## src/rtl/averager_pkg.sv

```systemverilog
// averager_pkg: shared FSM states and width helpers for the averaging datapath
package averager_pkg;
   typedef enum logic [1:0] {IDLE, ACCUM, DIVIDE, OUTPUT} state_t;
   // Accumulator width that cannot overflow for a maximum-length frame
   function automatic int sum_width(input int nof_bits, input int cnt_bits);
      return nof_bits + cnt_bits;
   endfunction
   // Longest frame the counter can represent
   function automatic int max_len(input int cnt_bits);
      return (1 << cnt_bits) - 1;
   endfunction
endpackage

```

## src/rtl/frame_averager_if.sv

```systemverilog
// frame_averager_if: sample input and result output handshake bundle
//   data_valid/first/last/data_in, in_ready : framed sample stream into the block
//   out_valid/out_ready                     : result handshake toward the consumer
//   sum_out/count_out/avg_out/len_err, busy : result fields and status
//   slave modport = averager side, master modport = source/consumer side
interface frame_averager_if #(parameter int NOF_BITS = 32, parameter int CNT_BITS = 8);
   localparam int SUM_W = averager_pkg::sum_width(NOF_BITS, CNT_BITS);
   logic                data_valid;
   logic                data_first;
   logic                data_last;
   logic [NOF_BITS-1:0] data_in;
   logic                in_ready;
   logic                busy;
   logic                out_valid;
   logic                out_ready;
   logic [SUM_W-1:0]    sum_out;
   logic [CNT_BITS-1:0] count_out;
   logic [NOF_BITS-1:0] avg_out;
   logic                len_err;
   modport slave (
      input  data_valid, data_first, data_last, data_in, out_ready,
      output in_ready, busy, out_valid, sum_out, count_out, avg_out, len_err
   );
   modport master (
      output data_valid, data_first, data_last, data_in, out_ready,
      input  in_ready, busy, out_valid, sum_out, count_out, avg_out, len_err
   );
endinterface

```

## src/rtl/seq_divider.sv

```systemverilog
// seq_divider: restoring unsigned divider, one quotient bit per cycle
//   start             : loads dividend/divisor, clears done
//   dividend, divisor : operands sampled on start
//   done              : high from the final iteration until the next start
//   quotient, remainder : results, held while done
module seq_divider #(
   parameter int DIVIDEND_W = 12,
   parameter int DIVISOR_W  = 4
) (
   input  logic                  clk,
   input  logic                  rst,
   input  logic                  start,
   input  logic [DIVIDEND_W-1:0] dividend,
   input  logic [DIVISOR_W-1:0]  divisor,
   output logic                  done,
   output logic [DIVIDEND_W-1:0] quotient,
   output logic [DIVISOR_W-1:0]  remainder
);
   localparam int CW = $clog2(DIVIDEND_W + 1);
   logic [DIVIDEND_W-1:0] quo_q, quo_d;
   logic [DIVISOR_W-1:0]  rem_q, rem_d, dvs_q, dvs_d;
   logic [CW-1:0]         cnt_q, cnt_d;
   logic                  done_q, done_d;
   logic [DIVISOR_W:0]    shifted;
   logic                  ge;
   // quo_q doubles as the dividend shift register: its MSB feeds the partial
   // remainder while the new quotient bit enters at the LSB
   always_comb begin
      shifted = {rem_q, quo_q[DIVIDEND_W-1]};
      ge      = shifted >= {1'b0, dvs_q};
      quo_d   = quo_q;
      rem_d   = rem_q;
      dvs_d   = dvs_q;
      cnt_d   = cnt_q;
      done_d  = done_q;
      if (start) begin
         quo_d  = dividend;
         rem_d  = '0;
         dvs_d  = divisor;
         cnt_d  = CW'(DIVIDEND_W);
         done_d = 1'b0;
      end else if (cnt_q != '0) begin
         quo_d  = {quo_q[DIVIDEND_W-2:0], ge};
         rem_d  = ge ? DIVISOR_W'(shifted - {1'b0, dvs_q}) : shifted[DIVISOR_W-1:0];
         cnt_d  = cnt_q - CW'(1);
         done_d = cnt_q == CW'(1);
      end
   end
   always_ff @(posedge clk or posedge rst) begin
      if (rst) begin
         quo_q  <= '0;
         rem_q  <= '0;
         dvs_q  <= '0;
         cnt_q  <= '0;
         done_q <= 1'b0;
      end else begin
         quo_q  <= quo_d;
         rem_q  <= rem_d;
         dvs_q  <= dvs_d;
         cnt_q  <= cnt_d;
         done_q <= done_d;
      end
   end
   assign done      = done_q;
   assign quotient  = quo_q;
   assign remainder = rem_q;
endmodule

```

## src/rtl/frame_averager.sv

```systemverilog
// frame_averager: sums one framed burst of samples and reports sum, count and truncated mean
//   clk, rst : clock and asynchronous active-high reset
//   bus      : sample stream in, result handshake out (frame_averager_if slave)
module frame_averager
   import averager_pkg::*;
#(
   parameter int NOF_BITS = 32,
   parameter int CNT_BITS = 8
) (
   input logic              clk,
   input logic              rst,
   frame_averager_if.slave  bus
);
   localparam int SUM_W   = sum_width(NOF_BITS, CNT_BITS);
   localparam int MAX_LEN = max_len(CNT_BITS);
   state_t              state_q, state_d;
   logic [SUM_W-1:0]    sum_q, sum_d;
   logic [CNT_BITS-1:0] count_q, count_d;
   logic [NOF_BITS-1:0] avg_q, avg_d;
   logic                len_err_q, len_err_d;
   logic                in_ready_q, in_ready_d;
   logic                busy_q, busy_d;
   logic                out_valid_q, out_valid_d;
   logic                accept, start, div_done;
   logic [SUM_W-1:0]    quotient;
   logic [CNT_BITS-1:0] remainder;
   logic                unused_div;
   // Divider is loaded on the same edge that accepts the last sample, so it
   // takes the not-yet-registered sum/count of the closing frame
   seq_divider #(.DIVIDEND_W(SUM_W), .DIVISOR_W(CNT_BITS)) u_div (
      .clk       (clk),
      .rst       (rst),
      .start     (start),
      .dividend  (sum_d),
      .divisor   (count_d),
      .done      (div_done),
      .quotient  (quotient),
      .remainder (remainder)
   );
   // Quotient is bounded by the max sample value, so its upper bits are always zero
   assign unused_div = ^{quotient[SUM_W-1:NOF_BITS], remainder};
   assign accept = bus.data_valid && in_ready_q;
   always_comb begin
      state_d   = state_q;
      sum_d     = sum_q;
      count_d   = count_q;
      avg_d     = avg_q;
      len_err_d = len_err_q;
      start     = 1'b0;
      case (state_q)
         IDLE, ACCUM: begin
            // In IDLE only a first-flagged sample opens a frame; a first in ACCUM restarts it
            if (accept && (bus.data_first || state_q == ACCUM)) begin
               sum_d   = bus.data_first ? SUM_W'(bus.data_in) : sum_q + SUM_W'(bus.data_in);
               count_d = bus.data_first ? CNT_BITS'(1) : count_q + CNT_BITS'(1);
               if (bus.data_last || count_d == CNT_BITS'(MAX_LEN)) begin
                  state_d   = DIVIDE;
                  start     = 1'b1;
                  len_err_d = !bus.data_last;
               end else begin
                  state_d = ACCUM;
               end
            end
         end
         DIVIDE: begin
            if (div_done) begin
               state_d = OUTPUT;
               avg_d   = quotient[NOF_BITS-1:0];
            end
         end
         default: begin
            if (bus.out_ready) begin
               state_d   = IDLE;
               len_err_d = 1'b0;
            end
         end
      endcase
      in_ready_d  = state_d == IDLE || state_d == ACCUM;
      busy_d      = state_d != IDLE;
      out_valid_d = state_d == OUTPUT;
   end
   always_ff @(posedge clk or posedge rst) begin
      if (rst) begin
         state_q     <= IDLE;
         sum_q       <= '0;
         count_q     <= '0;
         avg_q       <= '0;
         len_err_q   <= 1'b0;
         in_ready_q  <= 1'b1;
         busy_q      <= 1'b0;
         out_valid_q <= 1'b0;
      end else begin
         state_q     <= state_d;
         sum_q       <= sum_d;
         count_q     <= count_d;
         avg_q       <= avg_d;
         len_err_q   <= len_err_d;
         in_ready_q  <= in_ready_d;
         busy_q      <= busy_d;
         out_valid_q <= out_valid_d;
      end
   end
   assign bus.in_ready  = in_ready_q;
   assign bus.busy      = busy_q;
   assign bus.out_valid = out_valid_q;
   assign bus.sum_out   = sum_q;
   assign bus.count_out = count_q;
   assign bus.avg_out   = avg_q;
   assign bus.len_err   = len_err_q;
endmodule

```

## src/flat_wrapper.sv

```systemverilog
// flat-port wrapper written by rule: the top's interface ports become plain ports
module frame_averager_flat import averager_pkg::*;
#(
   parameter int NOF_BITS = 32,
   parameter int CNT_BITS = 8
)
  (clk, rst, bus_data_valid, bus_data_first, bus_data_last, bus_data_in, bus_out_ready, bus_in_ready, bus_busy, bus_out_valid, bus_sum_out, bus_count_out, bus_avg_out, bus_len_err);
  frame_averager_if #(.NOF_BITS(NOF_BITS), .CNT_BITS(CNT_BITS)) bus_i ();
  input logic clk;
  input logic rst;
  input wire logic [$bits(bus_i.data_valid)-1:0] bus_data_valid;
  input wire logic [$bits(bus_i.data_first)-1:0] bus_data_first;
  input wire logic [$bits(bus_i.data_last)-1:0] bus_data_last;
  input wire logic [$bits(bus_i.data_in)-1:0] bus_data_in;
  input wire logic [$bits(bus_i.out_ready)-1:0] bus_out_ready;
  output wire logic [$bits(bus_i.in_ready)-1:0] bus_in_ready;
  output wire logic [$bits(bus_i.busy)-1:0] bus_busy;
  output wire logic [$bits(bus_i.out_valid)-1:0] bus_out_valid;
  output wire logic [$bits(bus_i.sum_out)-1:0] bus_sum_out;
  output wire logic [$bits(bus_i.count_out)-1:0] bus_count_out;
  output wire logic [$bits(bus_i.avg_out)-1:0] bus_avg_out;
  output wire logic [$bits(bus_i.len_err)-1:0] bus_len_err;
  assign bus_i.data_valid = bus_data_valid;
  assign bus_i.data_first = bus_data_first;
  assign bus_i.data_last = bus_data_last;
  assign bus_i.data_in = bus_data_in;
  assign bus_i.out_ready = bus_out_ready;
  assign bus_in_ready = bus_i.in_ready;
  assign bus_busy = bus_i.busy;
  assign bus_out_valid = bus_i.out_valid;
  assign bus_sum_out = bus_i.sum_out;
  assign bus_count_out = bus_i.count_out;
  assign bus_avg_out = bus_i.avg_out;
  assign bus_len_err = bus_i.len_err;
  frame_averager #(.NOF_BITS(NOF_BITS), .CNT_BITS(CNT_BITS)) u_core (.clk(clk), .rst(rst), .bus(bus_i));
endmodule
```

## config.mk

```make
export PLATFORM = sky130hd
export DESIGN_NAME = frame_averager_flat
export DESIGN_NICKNAME = d
export VERILOG_FILES = /design/src/rtl/averager_pkg.sv /design/src/rtl/frame_averager_if.sv /design/src/rtl/seq_divider.sv /design/src/rtl/frame_averager.sv /design/src/flat_wrapper.sv
export SDC_FILE = /design/constraint.sdc
export NUM_CORES = 1
export LEC_CHECK = 0
export CORE_MARGIN = 2
export CORE_UTILIZATION = 45
export DETAILED_ROUTE_END_ITERATION = 10
export GPL_TIMING_DRIVEN = 0
export PLACE_DENSITY = 0.68
export SETUP_SLACK_MARGIN = 0.02
export SLEW_MARGIN = 10
export SYNTH_ARGS = -nofsm -noshare
export SYNTH_HDL_FRONTEND = slang
export SYNTH_SLANG_ARGS = --single-unit
```

## constraint.sdc

```tcl
create_clock -name clk -period 6.5 [get_ports clk]
set_clock_uncertainty 0.1 [all_clocks]
set_input_delay 1.3 -clock clk [delete_from_list [all_inputs] [get_ports clk]]
set_output_delay 1.3 -clock clk [all_outputs]
set_load 0.01 [all_outputs]
```

==> results by group <==
Run status
  – Status: complete, no violations

Timing
  – FMAX: around 210 MHz
  – Setup TNS: 0 ps
  – Final hold vios: 0
  – RSZ-0062 raised after global routing: no
  – Fin. max-slew vios: 0
  – Worst-margin pin slew: 1126 ps
  – Final setup violating endpoints: 0
  – Relative slew slack: 0.2497
  – Final period util: 0.7292
  – Tmin final: 4740 ps

Global route
  – Global-route wire length before repair: 42010 um
  – GRT Util Overall: 0.2652
  – Maximum number of pins on one net before global-route repair: 82
  – GRT Residual Overflow: 0
  – Antenna violations before repair: 0
  – Vias in the first global route: 7857

Floorplanning
  – # rows: 51
  – Core Region: around 19000 sq um
  – I/O pin count: 122
  – Full die area: 20920 sq um
  – Starting density of the core: 0.4574
  – Die span in x: 144.7 um
  – Die Y: 144.7 um

Worst setup path
  – WP data required: 6700 ps
  – CP Class: input port to flop
  – Crit-path slowest cell: o41ai_4
  – Max stage delay on crit path: ~550 ps
  – CP Capture Type: flop
  – Worst Path Arrival: ~5000 ps
  – R2R Setup Slk: 2730 ps
  – CP max FO: 6
  – Critical-path cell list: clkdlybuf4s50_1 > ha_1 > inv_1 > fa_1 > and2b_1 > o211ai_1 > a31o_1 > o41ai_4 > a211oi_1 > o31ai_4 > and3_1 > mux2i_1 > o21ai_1
  – Worst Setup Start Kind: input port

Power and ir drop
  – Worst vdd ir: 0.2374 mV
  – Combinational share of power: 0.520
  – Leak: between 0.005 and 0.006 uW
  – Sw Share: 0.4204
  – Clock share of power: 0.178
  – Pwr/cell area: 514.1 nW/um^2
  – P_int: 3299 uW
  – Switching Power: 2393 uW
  – Sequential power share: 0.302
  – Final Power: 5692 uW

Drt
  – Via count: between 7000 and 8000
  – Avg WL per Cell: 19.09 um
  – Initial DRC Count: 560
  – DRC: 0
  – Total iterations of the first detailed-routing run: 5
  – Drt total wl: 26780 um
  – Routed Antenna Nets: 0
  – Vias per cell: about 5.7

Clock network
  – Post-CTS setup buffer count: 0
  – Post-CTS sizing: 0
  – CTS tree: built
  – Clock tree buffer depth: 2
  – Clock Sinks: 149
  – Hold Buf Count CTS: 0
  – CTS H-tree lvls: 4
  – Root Buffer: clkbuf_16
  – CTS buffer count: 17
  – Worst-path clk slew: 60 ps
  – Worst-Skew Late Latency: between 400 and 500 ps

Layout
  – Layout cells sized above 1: 0.07381
  – Area growth from synthesis to layout: 24.38%
  – Multi-input gate area in the final layout: 4843 sq um
  – FF+latch area: 3730 sq um
  – # nets final: 1208
  – Fillers: around 1700
  – Antenna diodes: 0
  – Design Area, Final: 11070 sq um

Placed design
  – Routability Congestion: 0.9604
  – Detailed placement HPWL: 19720 um
  – PortBufs: about 120
  – Placed Instance Area: 10480 sq um

Flow run
  – Max Cap Viol: 0

Synth
  – EDFF count, synth: 0
  – Top FF cell, synth: dfrtp_1
  – Count of cell types in the netlist: 70
  – Yosys warnings: 0
  – Synth Net Count: 1067
  – Post-Syn Instances: 984
  – Yosys reg bits: 149
  – Async set-reset flop share out of synthesis: 1.000
  – Synthesized cell area: 8902 sq um
  – Post-synthesis sequential area ratio: 0.4190
  – Avg Cell Area, Syn: 9.047 sq um

Worst hold path
  – Hold WC Path Type: flop to flop
-- per-stage QoR --
| stage | util | worst slack [ps] | cells | hold WS, ps |
|---|---|---|---|---|
| CTS | 0.5689 | 1824 | 1403 | 399.0 |
| detailed placement | 0.5385 | 1406 | 1371 | 384.9 |
| floorplan | - | 1094 | 984 | 348.5 |
| global route | 0.5689 | 1651 | 1403 | 424.3 |
| finish | 0.5689 | 1760 | 1403 | 398.6 |
| global placement | 0.5367 | -1064 | 1370 | 372.1 |
-- cells in the mapped netlist (3+ instances only) --
library cell / n / area (sq um)
a211o_1: 4 / 35.03
a211oi_1: 12 / 90.09
a21o_1: 25 / 187.7
a21oi_1: 74 / 370.4
a221o_1: 6 / 60.06
a31oi_1: 16 / 100.1
and3_1: 30 / 187.7
buf_1: 3 / 11.26
clkbuf_1: 50 / 187.7
dfrtp_1: 148 / 3704
ha_1: 43 / 538.0
inv_1: 32 / 120.1
mux2_2: 37 / 416.7
mux2i_1: 32 / 320.3
nand2_1: 175 / 656.9
nand2b_1: 5 / 31.28
nand3_1: 16 / 80.08
nand4_1: 4 / 25.02
nor2_1: 58 / 217.7
nor2b_1: 6 / 37.54
nor3_1: 12 / 60.06
o211ai_1: 8 / 60.06
o21a_1: 4 / 30.03
o21ai_0: 59 / 295.3
o21ai_1: 12 / 60.06
o22ai_1: 9 / 56.30
o31a_1: 3 / 26.28
o31ai_1: 3 / 22.52
or2_2: 3 / 18.77
xnor2_1: 25 / 219.0
xor2_1: 20 / 175.2
-- worst paths after layout --
path / from / to / cells past startpoint
max: bus_data_in[0] / u_core.bus.sum_out[38]$_DFF_PP0_ / 13
min: u_core.u_div.dvs_q[2]$_DFFE_PP0P_ / u_core.u_div.dvs_q[2]$_DFFE_PP0P_ / 2
max reg2reg: u_core.bus.sum_out[0]$_DFF_PP0_ / u_core.bus.sum_out[38]$_DFF_PP0_ / 12
min reg2reg: u_core.u_div.dvs_q[2]$_DFFE_PP0P_ / u_core.u_div.dvs_q[2]$_DFFE_PP0P_ / 2
max in group asynchronous: rst / u_core.bus.sum_out[20]$_DFF_PP0_ / 3
min in group asynchronous: rst / u_core.bus.out_valid$_DFF_PP0_ / 2
-- critical path, delay by kind of cell --
kind	cells	cell delay, ps
adder cells (fa/ha/maj)	2	550
buffers and inverters	2	570
AND/OR/NAND/NOR	2	530
AO/OA/AOI/OAI	6	1780
multiplexers	1	200
-- cell usage in the layout (no fill, tap or decap), drive strengths merged, types with 30 or more instances in the layout --
| cell type | Yosys | layout |
|---|---|---|
| a21oi | 75 | 75 |
| ha | 43 | 43 |
| and3 | 30 | 30 |
| o21ai | 71 | 71 |
| inv | 32 | 39 |
| nor2 | 58 | 58 |
| mux2 | 37 | 37 |
| clkbuf | 50 | 67 |
| mux2i | 32 | 32 |
| nand2 | 175 | 175 |
| dfrtp | 148 | 148 |
| clkdlybuf4s50 | 0 | 121 |
-- power by group through the flow --
stage | clock (uW) | sequential (uW) | combinational (uW)
5_1_grt | 1070 | 1770 | 3270
6_report | 1010 | 1720 | 2960
4_1_cts | 1030 | 1720 | 2940
3_3_place_gp | 0 | 1720 | 2870
2_1_floorplan | 0 | 1710 | 1900
3_5_place_dp | 0 | 1730 | 2920
-- cell type report --
| class | instances | share of cell area |
|---|---|---|
| Multi-Input combinational cell | 748 | 0.4374 |
| Sequential cell | 149 | 0.3368 |
| Timing Repair Buffer | 122 | 0.1119 |
| Clock buffer | 17 | 0.03842 |
| Tap cell | 265 | 0.02994 |
| Buffer | 55 | 0.01887 |
| Clock inverter | 15 | 0.01514 |
| Inverter | 32 | 0.01153 |
-- per-layer routing --
| metal | vias up | wire (um) | track usage |
|---|---|---|---|
| li1 | 3769 | - | - |
| met1 | 3868 | 12030 | 0.3560 |
| met2 | 296 | 12330 | 0.4218 |
| met3 | 66 | 1378 | 0.04804 |
| met4 | 0 | 1049 | 0.1165 |
| met5 | - | 0 | 0 |
-- registers in the layout, summed over array words and instances, names as in the netlist --
register	cells
u_core.bus.count_out	8
u_core.u_div.dvs_q	8
u_core.bus.busy	1
u_core.bus.avg_out	32
u_core.u_div.done	1
u_core.bus.len_err	1
u_core.u_div.quotient	40
u_core.bus.out_valid	1
u_core.bus.sum_out	40
u_core.u_div.remainder	8
u_core.state_q	2
u_core.bus.in_ready	1
u_core.u_div.cnt_q	6
-- kinds of logic (layout without fill, tap and decap cells) --
family	count (synthesis)	in the layout	synth area share
compound gates	261	261	0.1875
xor+xnor	45	45	0.04427
fa+ha+maj	45	45	0.06493
buf+inv	87	241	0.03696
flops	149	149	0.4190
mux	69	69	0.08278
simple gates	328	328	0.1646
(Power assumes the default switching activity.)
